$ cat config.mk
export PLATFORM = sky130hd
export DESIGN_NAME = ex_stage_pipe_flat
export DESIGN_NICKNAME = d
export VERILOG_FILES = /design/src/rtl/ex_stage_pipe_if.sv /design/src/rtl/ex_stage_pipe.sv /design/src/flat_wrapper.sv
export SDC_FILE = /design/constraint.sdc
export NUM_CORES = 1
export LEC_CHECK = 0
export BUFFER_PORTS_ARGS = -buffer_cell sky130_fd_sc_hd__buf_2
export CORE_ASPECT_RATIO = 1.5
export CORE_MARGIN = 3
export CORE_UTILIZATION = 55
export CTS_BUF_LIST = sky130_fd_sc_hd__clkbuf_4
export DETAILED_ROUTE_END_ITERATION = 6
export PLACE_DENSITY = 0.78
export SLEW_MARGIN = 10
export SYNTH_ARGS = -nofsm -noshare
export SYNTH_HDL_FRONTEND = slang
export SYNTH_SLANG_ARGS = --single-unit
$ cat constraint.sdc
create_clock -name clkd -period 6.6 [get_ports clkd]
set_input_delay 1.32 -clock clkd [delete_from_list [all_inputs] [get_ports clkd]]
set_output_delay 1.32 -clock clkd [all_outputs]
set_load 0.01 [all_outputs]
$ cat src/rtl/ex_stage_pipe_if.sv
// ID/EX-to-EX/MEM bundle for the execute stage.
// master drives the instruction slot, slave is the stage.
interface ex_stage_pipe_if #(
  parameter int XLEN = 32
);
  logic            i_valid;
  logic            stall_in;
  logic            flush;
  logic            RegDst;
  logic            ALUsrc;
  logic            MemtoReg;
  logic            MemRead;
  logic            MemWrite;
  logic            Branch;
  logic            RegWrite;
  logic [1:0]      ALUop;
  logic [5:0]      Fuc;
  logic [XLEN-1:0] PCplus4;
  logic [XLEN-1:0] Adat;
  logic [XLEN-1:0] Bdat;
  logic [XLEN-1:0] imm;
  logic [4:0]      rd;
  logic [4:0]      rt;
  logic [1:0]      fwdA;
  logic [1:0]      fwdB;
  logic [XLEN-1:0] fwd_mem;
  logic [XLEN-1:0] fwd_wb;
  logic            ex_busy;
  logic            o_valid;
  logic            oMemtoReg;
  logic            oMemWrite;
  logic            oMemRead;
  logic            oBranch;
  logic            oRegWrite;
  logic [XLEN-1:0] opcplusimediate;
  logic [XLEN-1:0] ooALU;
  logic [XLEN-1:0] oBdat;
  logic            ozero;
  logic [4:0]      oregW;

  modport master (
    output i_valid, stall_in, flush,
    output RegDst, ALUsrc, MemtoReg, MemRead,
    output MemWrite, Branch, RegWrite,
    output ALUop, Fuc, PCplus4, Adat, Bdat, imm,
    output rd, rt, fwdA, fwdB, fwd_mem, fwd_wb,
    input  ex_busy, o_valid,
    input  oMemtoReg, oMemWrite, oMemRead,
    input  oBranch, oRegWrite,
    input  opcplusimediate, ooALU, oBdat,
    input  ozero, oregW
  );

  modport slave (
    input  i_valid, stall_in, flush,
    input  RegDst, ALUsrc, MemtoReg, MemRead,
    input  MemWrite, Branch, RegWrite,
    input  ALUop, Fuc, PCplus4, Adat, Bdat, imm,
    input  rd, rt, fwdA, fwdB, fwd_mem, fwd_wb,
    output ex_busy, o_valid,
    output oMemtoReg, oMemWrite, oMemRead,
    output oBranch, oRegWrite,
    output opcplusimediate, ooALU, oBdat,
    output ozero, oregW
  );
endinterface

$ cat src/rtl/ex_stage_pipe.sv
// Execute stage: forwarding, ALU, branch target,
// iterative multiplier and the EX/MEM register.
module ex_stage_pipe #(
  parameter int XLEN      = 32,
  parameter int IMM_SHIFT = 2,
  parameter int MUL_EN    = 1
) (
  input logic           clkd,
  input logic           rst,
  ex_stage_pipe_if.slave bus
);

  localparam int CW = $clog2(XLEN + 1);
  localparam logic [CW-1:0] LAST = CW'(XLEN);

  typedef enum logic [1:0] {
    IDLE,
    MUL,
    DONE
  } state_t;

  typedef struct packed {
    logic mtr;
    logic mw;
    logic mr;
    logic br;
    logic rw;
  } ctl_t;

  state_t state, state_nx;

  logic [XLEN-1:0] a, bf, b, tgt, res;
  logic [4:0]      regw;
  ctl_t            ctl;
  logic            is_mul, start;

  logic [XLEN-1:0] m_a, m_b, acc;
  logic [XLEN-1:0] l_tgt, l_bf;
  logic [4:0]      l_regw;
  ctl_t            l_ctl;
  logic [CW-1:0]   cnt;

  logic            ex_vld, ex_zero;
  ctl_t            ex_ctl;
  logic [XLEN-1:0] ex_alu, ex_tgt, ex_bdat;
  logic [4:0]      ex_regw;

  // Forwarding muxes; select 11 falls back to the register file.
  always_comb begin
    a  = bus.Adat;
    bf = bus.Bdat;
    unique case (bus.fwdA)
      2'b01:   a = bus.fwd_mem;
      2'b10:   a = bus.fwd_wb;
      default: a = bus.Adat;
    endcase
    unique case (bus.fwdB)
      2'b01:   bf = bus.fwd_mem;
      2'b10:   bf = bus.fwd_wb;
      default: bf = bus.Bdat;
    endcase
  end

  assign b    = bus.ALUsrc ? bus.imm : bf;
  assign tgt  = bus.PCplus4 + (bus.imm << IMM_SHIFT);
  assign regw = bus.RegDst ? bus.rd : bus.rt;
  assign ctl  = {bus.MemtoReg, bus.MemWrite, bus.MemRead,
                 bus.Branch, bus.RegWrite};

  assign is_mul = (MUL_EN != 0) && (bus.ALUop == 2'b10)
                  && (bus.Fuc == 6'b011000);

  // Single-cycle ALU; unknown functs (and multiply) give 0.
  always_comb begin
    res = '0;
    unique case (bus.ALUop)
      2'b01: res = a - b;
      2'b10: begin
        unique case (bus.Fuc)
          6'b100000: res = a + b;
          6'b100010: res = a - b;
          6'b100100: res = a & b;
          6'b100101: res = a | b;
          6'b100111: res = ~(a | b);
          6'b101010: res = {{(XLEN-1){1'b0}},
                            ($signed(a) < $signed(b))};
          default:   res = '0;
        endcase
      end
      default: res = a + b;
    endcase
  end

  // Multiplier sequencing; a flush aborts any multiply in flight.
  always_comb begin
    state_nx = state;
    start    = 1'b0;
    unique case (state)
      IDLE: begin
        if (bus.i_valid && is_mul && !bus.flush) begin
          start    = 1'b1;
          state_nx = MUL;
        end
      end
      MUL: begin
        if (bus.flush)
          state_nx = IDLE;
        else if (cnt == LAST)
          state_nx = DONE;
      end
      DONE: begin
        if (bus.flush || !bus.stall_in)
          state_nx = IDLE;
      end
      default: state_nx = IDLE;
    endcase
  end

  assign bus.ex_busy = start
    | ((state == MUL) & ~bus.flush)
    | ((state == DONE) & bus.stall_in & ~bus.flush);

  // FSM state register.
  always_ff @(posedge clkd) begin
    if (rst)
      state <= IDLE;
    else
      state <= state_nx;
  end

  // Shift-add multiplier; the extra MUL cycle at cnt==LAST is idle.
  always_ff @(posedge clkd) begin
    if (rst) begin
      m_a    <= '0;
      m_b    <= '0;
      acc    <= '0;
      cnt    <= '0;
      l_tgt  <= '0;
      l_bf   <= '0;
      l_regw <= '0;
      l_ctl  <= '0;
    end else if (start) begin
      m_a    <= a;
      m_b    <= b;
      acc    <= '0;
      cnt    <= '0;
      l_tgt  <= tgt;
      l_bf   <= bf;
      l_regw <= regw;
      l_ctl  <= ctl;
    end else if (state == MUL && cnt != LAST) begin
      if (m_b[0])
        acc <= acc + m_a;
      m_a <= m_a << 1;
      m_b <= m_b >> 1;
      cnt <= cnt + CW'(1);
    end
  end

  // EX/MEM register: rst > flush > stall > load.
  always_ff @(posedge clkd) begin
    if (rst) begin
      ex_vld  <= 1'b0;
      ex_ctl  <= '0;
      ex_alu  <= '0;
      ex_zero <= 1'b0;
      ex_tgt  <= '0;
      ex_bdat <= '0;
      ex_regw <= '0;
    end else if (bus.flush || !bus.stall_in) begin
      ex_vld  <= 1'b0;
      ex_ctl  <= '0;
      ex_alu  <= res;
      ex_zero <= (res == '0);
      ex_tgt  <= tgt;
      ex_bdat <= bf;
      ex_regw <= regw;
      if (!bus.flush) begin
        if (state == DONE) begin
          ex_vld  <= 1'b1;
          ex_ctl  <= l_ctl;
          ex_alu  <= acc;
          ex_zero <= (acc == '0);
          ex_tgt  <= l_tgt;
          ex_bdat <= l_bf;
          ex_regw <= l_regw;
        end else if (!start && state != MUL) begin
          ex_vld <= bus.i_valid;
          ex_ctl <= bus.i_valid ? ctl : '0;
        end
      end
    end
  end

  assign bus.o_valid         = ex_vld;
  assign bus.oMemtoReg       = ex_ctl.mtr;
  assign bus.oMemWrite       = ex_ctl.mw;
  assign bus.oMemRead        = ex_ctl.mr;
  assign bus.oBranch         = ex_ctl.br;
  assign bus.oRegWrite       = ex_ctl.rw;
  assign bus.ooALU           = ex_alu;
  assign bus.ozero           = ex_zero;
  assign bus.opcplusimediate = ex_tgt;
  assign bus.oBdat           = ex_bdat;
  assign bus.oregW           = ex_regw;

endmodule

$ cat src/flat_wrapper.sv
// flat-port wrapper written by rule: the top's interface ports become plain ports
module ex_stage_pipe_flat 
#(
  parameter int XLEN      = 32,
  parameter int IMM_SHIFT = 2,
  parameter int MUL_EN    = 1
)
  (clkd, rst, bus_i_valid, bus_stall_in, bus_flush, bus_RegDst, bus_ALUsrc, bus_MemtoReg, bus_MemRead, bus_MemWrite, bus_Branch, bus_RegWrite, bus_ALUop, bus_Fuc, bus_PCplus4, bus_Adat, bus_Bdat, bus_imm, bus_rd, bus_rt, bus_fwdA, bus_fwdB, bus_fwd_mem, bus_fwd_wb, bus_ex_busy, bus_o_valid, bus_oMemtoReg, bus_oMemWrite, bus_oMemRead, bus_oBranch, bus_oRegWrite, bus_opcplusimediate, bus_ooALU, bus_oBdat, bus_ozero, bus_oregW);
  ex_stage_pipe_if #(.XLEN(XLEN)) bus_i ();
  input logic clkd;
  input logic rst;
  input wire logic [$bits(bus_i.i_valid)-1:0] bus_i_valid;
  input wire logic [$bits(bus_i.stall_in)-1:0] bus_stall_in;
  input wire logic [$bits(bus_i.flush)-1:0] bus_flush;
  input wire logic [$bits(bus_i.RegDst)-1:0] bus_RegDst;
  input wire logic [$bits(bus_i.ALUsrc)-1:0] bus_ALUsrc;
  input wire logic [$bits(bus_i.MemtoReg)-1:0] bus_MemtoReg;
  input wire logic [$bits(bus_i.MemRead)-1:0] bus_MemRead;
  input wire logic [$bits(bus_i.MemWrite)-1:0] bus_MemWrite;
  input wire logic [$bits(bus_i.Branch)-1:0] bus_Branch;
  input wire logic [$bits(bus_i.RegWrite)-1:0] bus_RegWrite;
  input wire logic [$bits(bus_i.ALUop)-1:0] bus_ALUop;
  input wire logic [$bits(bus_i.Fuc)-1:0] bus_Fuc;
  input wire logic [$bits(bus_i.PCplus4)-1:0] bus_PCplus4;
  input wire logic [$bits(bus_i.Adat)-1:0] bus_Adat;
  input wire logic [$bits(bus_i.Bdat)-1:0] bus_Bdat;
  input wire logic [$bits(bus_i.imm)-1:0] bus_imm;
  input wire logic [$bits(bus_i.rd)-1:0] bus_rd;
  input wire logic [$bits(bus_i.rt)-1:0] bus_rt;
  input wire logic [$bits(bus_i.fwdA)-1:0] bus_fwdA;
  input wire logic [$bits(bus_i.fwdB)-1:0] bus_fwdB;
  input wire logic [$bits(bus_i.fwd_mem)-1:0] bus_fwd_mem;
  input wire logic [$bits(bus_i.fwd_wb)-1:0] bus_fwd_wb;
  output wire logic [$bits(bus_i.ex_busy)-1:0] bus_ex_busy;
  output wire logic [$bits(bus_i.o_valid)-1:0] bus_o_valid;
  output wire logic [$bits(bus_i.oMemtoReg)-1:0] bus_oMemtoReg;
  output wire logic [$bits(bus_i.oMemWrite)-1:0] bus_oMemWrite;
  output wire logic [$bits(bus_i.oMemRead)-1:0] bus_oMemRead;
  output wire logic [$bits(bus_i.oBranch)-1:0] bus_oBranch;
  output wire logic [$bits(bus_i.oRegWrite)-1:0] bus_oRegWrite;
  output wire logic [$bits(bus_i.opcplusimediate)-1:0] bus_opcplusimediate;
  output wire logic [$bits(bus_i.ooALU)-1:0] bus_ooALU;
  output wire logic [$bits(bus_i.oBdat)-1:0] bus_oBdat;
  output wire logic [$bits(bus_i.ozero)-1:0] bus_ozero;
  output wire logic [$bits(bus_i.oregW)-1:0] bus_oregW;
  assign bus_i.i_valid = bus_i_valid;
  assign bus_i.stall_in = bus_stall_in;
  assign bus_i.flush = bus_flush;
  assign bus_i.RegDst = bus_RegDst;
  assign bus_i.ALUsrc = bus_ALUsrc;
  assign bus_i.MemtoReg = bus_MemtoReg;
  assign bus_i.MemRead = bus_MemRead;
  assign bus_i.MemWrite = bus_MemWrite;
  assign bus_i.Branch = bus_Branch;
  assign bus_i.RegWrite = bus_RegWrite;
  assign bus_i.ALUop = bus_ALUop;
  assign bus_i.Fuc = bus_Fuc;
  assign bus_i.PCplus4 = bus_PCplus4;
  assign bus_i.Adat = bus_Adat;
  assign bus_i.Bdat = bus_Bdat;
  assign bus_i.imm = bus_imm;
  assign bus_i.rd = bus_rd;
  assign bus_i.rt = bus_rt;
  assign bus_i.fwdA = bus_fwdA;
  assign bus_i.fwdB = bus_fwdB;
  assign bus_i.fwd_mem = bus_fwd_mem;
  assign bus_i.fwd_wb = bus_fwd_wb;
  assign bus_ex_busy = bus_i.ex_busy;
  assign bus_o_valid = bus_i.o_valid;
  assign bus_oMemtoReg = bus_i.oMemtoReg;
  assign bus_oMemWrite = bus_i.oMemWrite;
  assign bus_oMemRead = bus_i.oMemRead;
  assign bus_oBranch = bus_i.oBranch;
  assign bus_oRegWrite = bus_i.oRegWrite;
  assign bus_opcplusimediate = bus_i.opcplusimediate;
  assign bus_ooALU = bus_i.ooALU;
  assign bus_oBdat = bus_i.oBdat;
  assign bus_ozero = bus_i.ozero;
  assign bus_oregW = bus_i.oregW;
  ex_stage_pipe #(.XLEN(XLEN), .IMM_SHIFT(IMM_SHIFT), .MUL_EN(MUL_EN)) u_core (.clkd(clkd), .rst(rst), .bus(bus_i));
endmodule
==> run_results.csv, run 1 <==
group,metric,value,unit
sta,finalSetupViolations,0,
clock_tree,clockBufferDepth,3,
clock_tree,clock_latency,0.81,ns
grt,grt_use_total,42.0,%
grt,grt_pass1_vias,23800,
sta,skew,0.0294,ns
clock_tree,cts-buffers-inserted,71,
logic_synthesis,ys_seq_elements,286,
die,core-area,38600,um^2
clock_tree,cts_tree,"yes",
clock_tree,htreeDepth,3,
routing,ant_nets,0,
logic_synthesis,ys.flop_type,"dfxtp_1",
grt,antenna_found_initial,3,
sta,final_max_slew_viol_count,0,
grt,grt_overflow_total,0,
finish,drive_gt1_share,18.2,%
power_and_ir_drop,p_clk_share,29.3,%
grt,grt_max_degree,95,
power_and_ir_drop,intPower,3.31,mW
die,die-width,168,um
sta,setup_tns,0,ns
logic_synthesis,syn_area,21600,um^2
power_and_ir_drop,swShare,38.5,%
critical_path,crit_path_start_kind,"input pin",
place,dp_hpwl,70.8,mm
clock_tree,cts_resized,0,
critical_path,cpPeakStageDelay,0.62,ns
sta,slew_headroom,13.5,%
critical_path,cp_slowest_cell,"ha_2",
logic_synthesis,netlist_instances,3004,
routing,drt_wl_total,92.5,mm
die,die_height,249,um
sta,hold_viol,0,
routing,initialDrtViolationCount,2591,
power_and_ir_drop,pwr-share-seq,34.3,%
logic_synthesis,synth.avg_cell_area,7.19,um^2
critical_path,crit_type,"input pin to flip-flop",
clock_tree,clk_pin_slew_worst_paths,0.07,ns
sta,period_needed,5.74,ns
die,row_count,88,
finish,nFillCells,3570,
critical_path,critPathTopFamily,"compound AO/OA/AOI/OAI gates",
clock_tree,cts.sinks,286,
power_and_ir_drop,totalPowerFinal,5.39,mW
routing,via_count,24800,
routing,post_drt_wl_per_cell,24.2,um
outcome,outcome,"finished, violations left",
power_and_ir_drop,leakage,10.7,nW
critical_path,endpoint_kind,"flip-flop",
die,dieArea,41700,um^2
logic_synthesis,synth_edf_count,0,
sta,max_freq,0.174,GHz
finish,multi_input_area,14600,um^2
clock_tree,hold_buffers,0,
clock_tree,cts-root-buf,"clkbuf_4",
power_and_ir_drop,combPwrFrac,36.4,%
sta,worst_slew_pin_slew,1.29,ns
power_and_ir_drop,p_per_area,219,nW/um^2
place,place_congestion,1.07,
power_and_ir_drop,switching_power,2.08,mW
critical_path,crit_path_frequent_cell,"o21ai_0",
die,start_util,55.9,%
finish,final_common_cell,"nand2_1",
routing,drcViolationCount,1,
logic_synthesis,synth-async-reset-ratio,0,%
logic_synthesis,yosys_warnings,0,
critical_path,crit_buf_inv,4,
finish,syn_to_final_growth,14.1,%
run,max_cap_viol_count,0,
power_and_ir_drop,vdd_drop_max,239,uV
hold_path,hp-class,"flip-flop to flip-flop",
clock_tree,postCtsSetupBuffers,0,
routing,drt_first_pass_iters,7,
finish,final-seq-area,5730,um^2
sta,period_share,87.0,%
place,port_buffers,334,
outcome,violations,"design-rule violations",
finish,final_cell_mix,"532 x nand2_1, 380 x nor2_1, 333 x buf_2, 302 x a21oi_1, 286 x dfxtp_1",
critical_path,worstPathCellList,"buf_2 -> inv_1 -> ha_2 -> buf_4 -> o21ai_0 -> mux2_2 -> inv_1 -> ha_1 -> nor2b_1 -> o31ai_4 -> o21ai_0 -> a311oi_1 -> a211o_1 -> a41oi_1 -> o21ai_0 -> nor4_1 -> nand4_1 -> nor4_1 -> nand4_1 -> o22ai_1",
logic_synthesis,seq_area_frac_synth,26.5,%
critical_path,crit_arrival,6.46,ns
logic_synthesis,synthesis.nets,3398,
grt,grt_pass1_wl,138,mm
finish,final_nets,3665,
routing,vias_per_cell,6.50,
critical_path,cp_max_fo,31,
sta,rsz0062_at_grt,"false",
critical_path,cp.required,7.31,ns
die,ios,335,
logic_synthesis,ys_types,92,
-- kinds of logic after synthesis --
group | after synthesis | synth area share [%]
and+or+nand+nor | 1143 | 22.3
adders and majority gates | 168 | 9.87
DFF | 286 | 26.5
muxes | 50 | 2.51
AOI/OAI and AO/OA | 945 | 29.9
buffers and inverters | 345 | 6.19
xor gates and xnor gates | 67 | 2.72
-- sequential cells by signal, indices dropped and copies added, names as in the netlist --
name                        flops
u_core.bus.oMemRead             1
u_core.acc                     32
u_core.bus.oregW                5
u_core.bus.opcplusimediate     32
u_core.bus.oBdat               32
u_core.bus.oBranch              1
u_core.bus.oRegWrite            1
u_core.state                    2
u_core.l_ctl                    5
u_core.m_a                     32
u_core.bus.ozero                1
u_core.bus.o_valid              1
u_core.bus.oMemtoReg            1
u_core.bus.oMemWrite            1
u_core.cnt                      6
u_core.l_regw                   5
u_core.l_bf                    32
u_core.bus.ooALU               32
u_core.m_b                     32
u_core.l_tgt                   32
-- stage by stage --
step                setup slack [ns]  instances  hold WS, ns  area (um^2)  util, %
floorplan                       1.28       3004        0.433        21600        -
global placement               0.194       3693        0.440        23700     61.4
detailed placement             0.176       3693        0.447        23700     61.4
CTS                             1.02       3813        0.451        24600     63.7
global route                   0.672       3818        0.470        24600     63.8
finish                         0.856       3818        0.448        24600     63.8
-- power groups by stage --
stage / Clock, mW / Sequential, mW / Combinational [mW]
after floorplan: 0 / 1.91 / 1.16
after global placement: 0 / 1.88 / 1.88
after detailed placement: 0 / 1.89 / 1.89
after CTS: 1.60 / 1.85 / 1.90
after global routing: 1.68 / 1.85 / 2.09
final: 1.58 / 1.85 / 1.96
-- worst register-to-register path, stage by stage, from the launching register on --
cell	delay, ns
dfxtp_1	0.59
ha_1	0.34
a21o_1	0.23
a211oi_2	0.26
o21bai_1	0.13
o31ai_2	0.58
o21ai_2	0.20
o41ai_4	0.41
o211ai_1	0.17
a21o_1	0.25
a221oi_1	0.42
or3_1	0.17
a21oi_1	0.05
-- routing by layer --
layer / GRT usage [%] / routed length [um]
met3: 8.24 / 7780
met2: 70.3 / 43500
met4: 34.4 / 9100
met1: 45.7 / 32200
met5: 0 / 0
-- cell usage after synthesis, types with 41 or more instances --
library cell | count | area (um^2)
a21oi_1 | 302 | 1510
nand2_1 | 533 | 2000
xnor2_1 | 48 | 420
nor3_1 | 51 | 255
o21ai_0 | 103 | 515
clkbuf_1 | 168 | 631
inv_1 | 126 | 473
a211oi_1 | 55 | 413
ha_1 | 164 | 2050
nor2_1 | 383 | 1440
dfxtp_1 | 286 | 5730
a311oi_1 | 114 | 998
a22oi_1 | 99 | 743
a21o_1 | 41 | 308
-- layout make-up --
class	instances	share of cell area, %
diodes	5	0.0508
multi-input cells	2373	59.3
clock inverters	21	0.670
well taps	495	2.51
inverters	127	1.93
flip-flops and latches	286	23.2
repair buffers	412	9.28
clock buffers	99	3.02
-- final timing paths --
path                    endpoint  slack (ns)            from  depth (start not counted)
max reg2reg       u_core.acc[31]        2.67   u_core.acc[2]                         12
max             u_core.bus.ozero        0.86     bus_fwdB[0]                         20
min reg2reg  u_core.bus.oBdat[4]        0.45  u_core.l_bf[4]                          2
min          u_core.bus.oBdat[4]        0.45  u_core.l_bf[4]                          2
Note: power is estimated with default switching activity, not from simulation.
==> run 2: changes to the inputs <==
CORE_UTILIZATION = 60   (was 55)
PLACE_DENSITY = 0.84   (was 0.78)
==> run 2 against run 1 <==
  * The flow now finishes without violations
  * Non-clock buffer count is 8 lower
  * Global-route usage is 4.3 points higher
  * Count of clock-buffer cells in the layout is 2 lower
  * Worst setup slack worse by 0.098 ns
  * Sequential power about the same
  * Sequential share of layout area is 0.11 points higher
  * Power shrank 0.67%
  * Via count grew 2.2%
  * Register-to-register slack gained 0.12 ns
  * Clock skew rose by 0.016 ns
  * Core utilization increased by 5.7 points
==> run_results.csv, run 2 (synthesized netlist as in run 1, its figures left out) <==
group,metric,value,unit
outcome,outcome,"complete, no violations",
die,ios,335,
clock_tree,clock_latency,0.80,ns
sta,skew,0.0449,ns
critical_path,timing.rr.end,"u_core.acc[31]",
finish,drive_gt1_share,18.1,%
clock_tree,clockBufferDepth,3,
finish,final_cell_mix,"532 x nand2_1, 380 x nor2_1, 333 x buf_2, 302 x a21oi_1, 286 x dfxtp_1",
power_and_ir_drop,combPwrFrac,36.6,%
grt,grt_pass1_vias,24200,
place,port_buffers,334,
finish,final_nets,3656,
power_and_ir_drop,vdd_drop_max,171,uV
sta,rsz0062_at_grt,"false",
place,dp_slack,0.237,ns
power_and_ir_drop,swShare,39.2,%
sta,worst_slew_pin_slew,1.22,ns
die,start_util,61.2,%
power_and_ir_drop,intPower,3.25,mW
power_and_ir_drop,leakage,10.6,nW
clock_tree,cts-buffers-inserted,70,
finish,syn_to_final_growth,13.5,%
sta,final_max_slew_viol_count,0,
critical_path,cp_max_fo,13,
grt,antenna_found_initial,6,
place,place_congestion,1.11,
critical_path,reg2reg_slack,2.79,ns
hold_path,hp-class,"flip-flop to flip-flop",
routing,post_drt_wl_per_cell,24.7,um
die,dieArea,38400,um^2
critical_path,reg2reg_depth,12,
clock_tree,cts.sinks,286,
sta,period_share,88.5,%
critical_path,cp.required,7.32,ns
clock_tree,postCtsSetupBuffers,0,
die,row_count,84,
die,die_height,238,um
place,placed_cells,3663,
sta,max_freq,0.171,GHz
run,max_cap_viol_count,0,
clock_tree,cts_resized,0,
clock_tree,hold_buffers,0,
finish,stdcell_count,3786,
routing,ant_nets,0,
critical_path,r2r-start,"u_core.acc[2]",
clock_tree,htreeDepth,3,
critical_path,setup.worst_path.start,"bus_fwdB[1]",
power_and_ir_drop,p_clk_share,28.8,%
clock_tree,clk_pin_slew_worst_paths,0.08,ns
sta,setup_tns,0,ns
routing,drt_first_pass_iters,7,
critical_path,crit_end,"u_core.bus.ozero",
clock_tree,cts_tree,"yes",
routing,drt_wl_total,93.4,mm
routing,via_count,25400,
power_and_ir_drop,switching_power,2.10,mW
sta,period_needed,5.84,ns
routing,initialDrtViolationCount,3351,
routing,vias_per_cell,6.70,
critical_path,endpoint_kind,"flip-flop",
finish,final_common_cell,"nand2_1",
power_and_ir_drop,pwr-share-seq,34.6,%
critical_path,crit_path_start_kind,"input pin",
place,dp_hpwl,70.6,mm
critical_path,crit_arrival,6.57,ns
routing,drcViolationCount,0,
grt,grt_use_total,46.3,%
sta,post-route-worst-setup-slack,0.757,ns
critical_path,crit_type,"input pin to flip-flop",
grt,grt_max_degree,91,
die,die-width,161,um
grt,grt_pass1_wl,139,mm
clock_tree,cts-root-buf,"clkbuf_4",
die,core-area,35300,um^2
grt,grt_overflow_total,0,
sta,hold_viol,0,
hold_path,hold_start,"u_core.l_tgt[30]",
sta,slew_headroom,18.9,%
sta,finalSetupViolations,0,
power_and_ir_drop,p_per_area,218,nW/um^2
[run 2: cell types whose count changed in the layout (fill, tap and decap cells not counted), sizes merged]
cell      delta
buf          -8
bufinv       -1
clkbuf       -2
clkinv       -2
clkinvlp     +2
diode        +1
[run 2: worst min path at each step]
| stage | end | slack [ns] | depth (start not counted) |
|---|---|---|---|
| 6_report | u_core.l_tgt[30] | 0.45 | 2 |
| 5_1_grt | u_core.l_bf[25] | 0.47 | 2 |
| 4_1_cts | u_core.bus.oregW[4] | 0.46 | 2 |
| 3_5_place_dp | u_core.l_tgt[30] | 0.45 | 2 |
| 3_3_place_gp | u_core.bus.oregW[0] | 0.44 | 2 |
| 2_1_floorplan | u_core.l_tgt[30] | 0.43 | 2 |
[run 2: final cells by class]
class	count	area [um^2]
diodes	6	15.0
clock buffers	97	728
clock inverters	20	151
fillers	3003	10800
inverters	127	477
multi-input cells	2373	14600
flip-flops and latches	286	5730
well taps	473	592
repair buffers	404	2230
[run 2: layer usage]
layer	up-vias	share of wire, %	global-route usage (%)
met3	471	9.8	10.3
met4	2	10	39.0
met5	-	0.014	0
li1	11300	-	-
met2	1773	46	76.2
met1	11800	34	50.6
[run 2: worst max-delay path: stages]
cell and delay (ns):
buf_2 0.12, inv_1 0.05, ha_1 0.35, buf_4 0.28, a22oi_1 0.11, o21ai_0 0.43
mux2_2 0.33, inv_1 0.09, ha_1 0.49, nand2_1 0.31, nor2_1 0.21, nand2_1 0.07
o211ai_1 0.37, o2111ai_1 0.19, a31oi_1 0.38, nand3_1 0.16, a2111oi_0 0.43, nand4_1 0.26
nor4_1 0.31, nand4_1 0.13, o22ai_1 0.16
[run 2: metrics by stage]
step                      total power [mW]  instance area (um^2)  hold WS [ns]  utilization [%]
after floorplan                       3.07                 21600         0.433                -
after global placement                3.74                 23600         0.439             66.9
after detailed placement              3.76                 23600         0.445             66.9
after CTS                             5.28                 24500         0.455             69.4
after global routing                  5.56                 24500         0.469             69.5
final                                 5.35                 24500         0.455             69.5
[run 2: power groups by stage]
stage,Sequential [mW],Clock [mW],Combinational [mW]
final,1.85,1.54,1.96
after CTS,1.85,1.55,1.89
after floorplan,1.91,0,1.16
after global routing,1.85,1.63,2.07
after detailed placement,1.89,0,1.87
after global placement,1.88,0,1.85
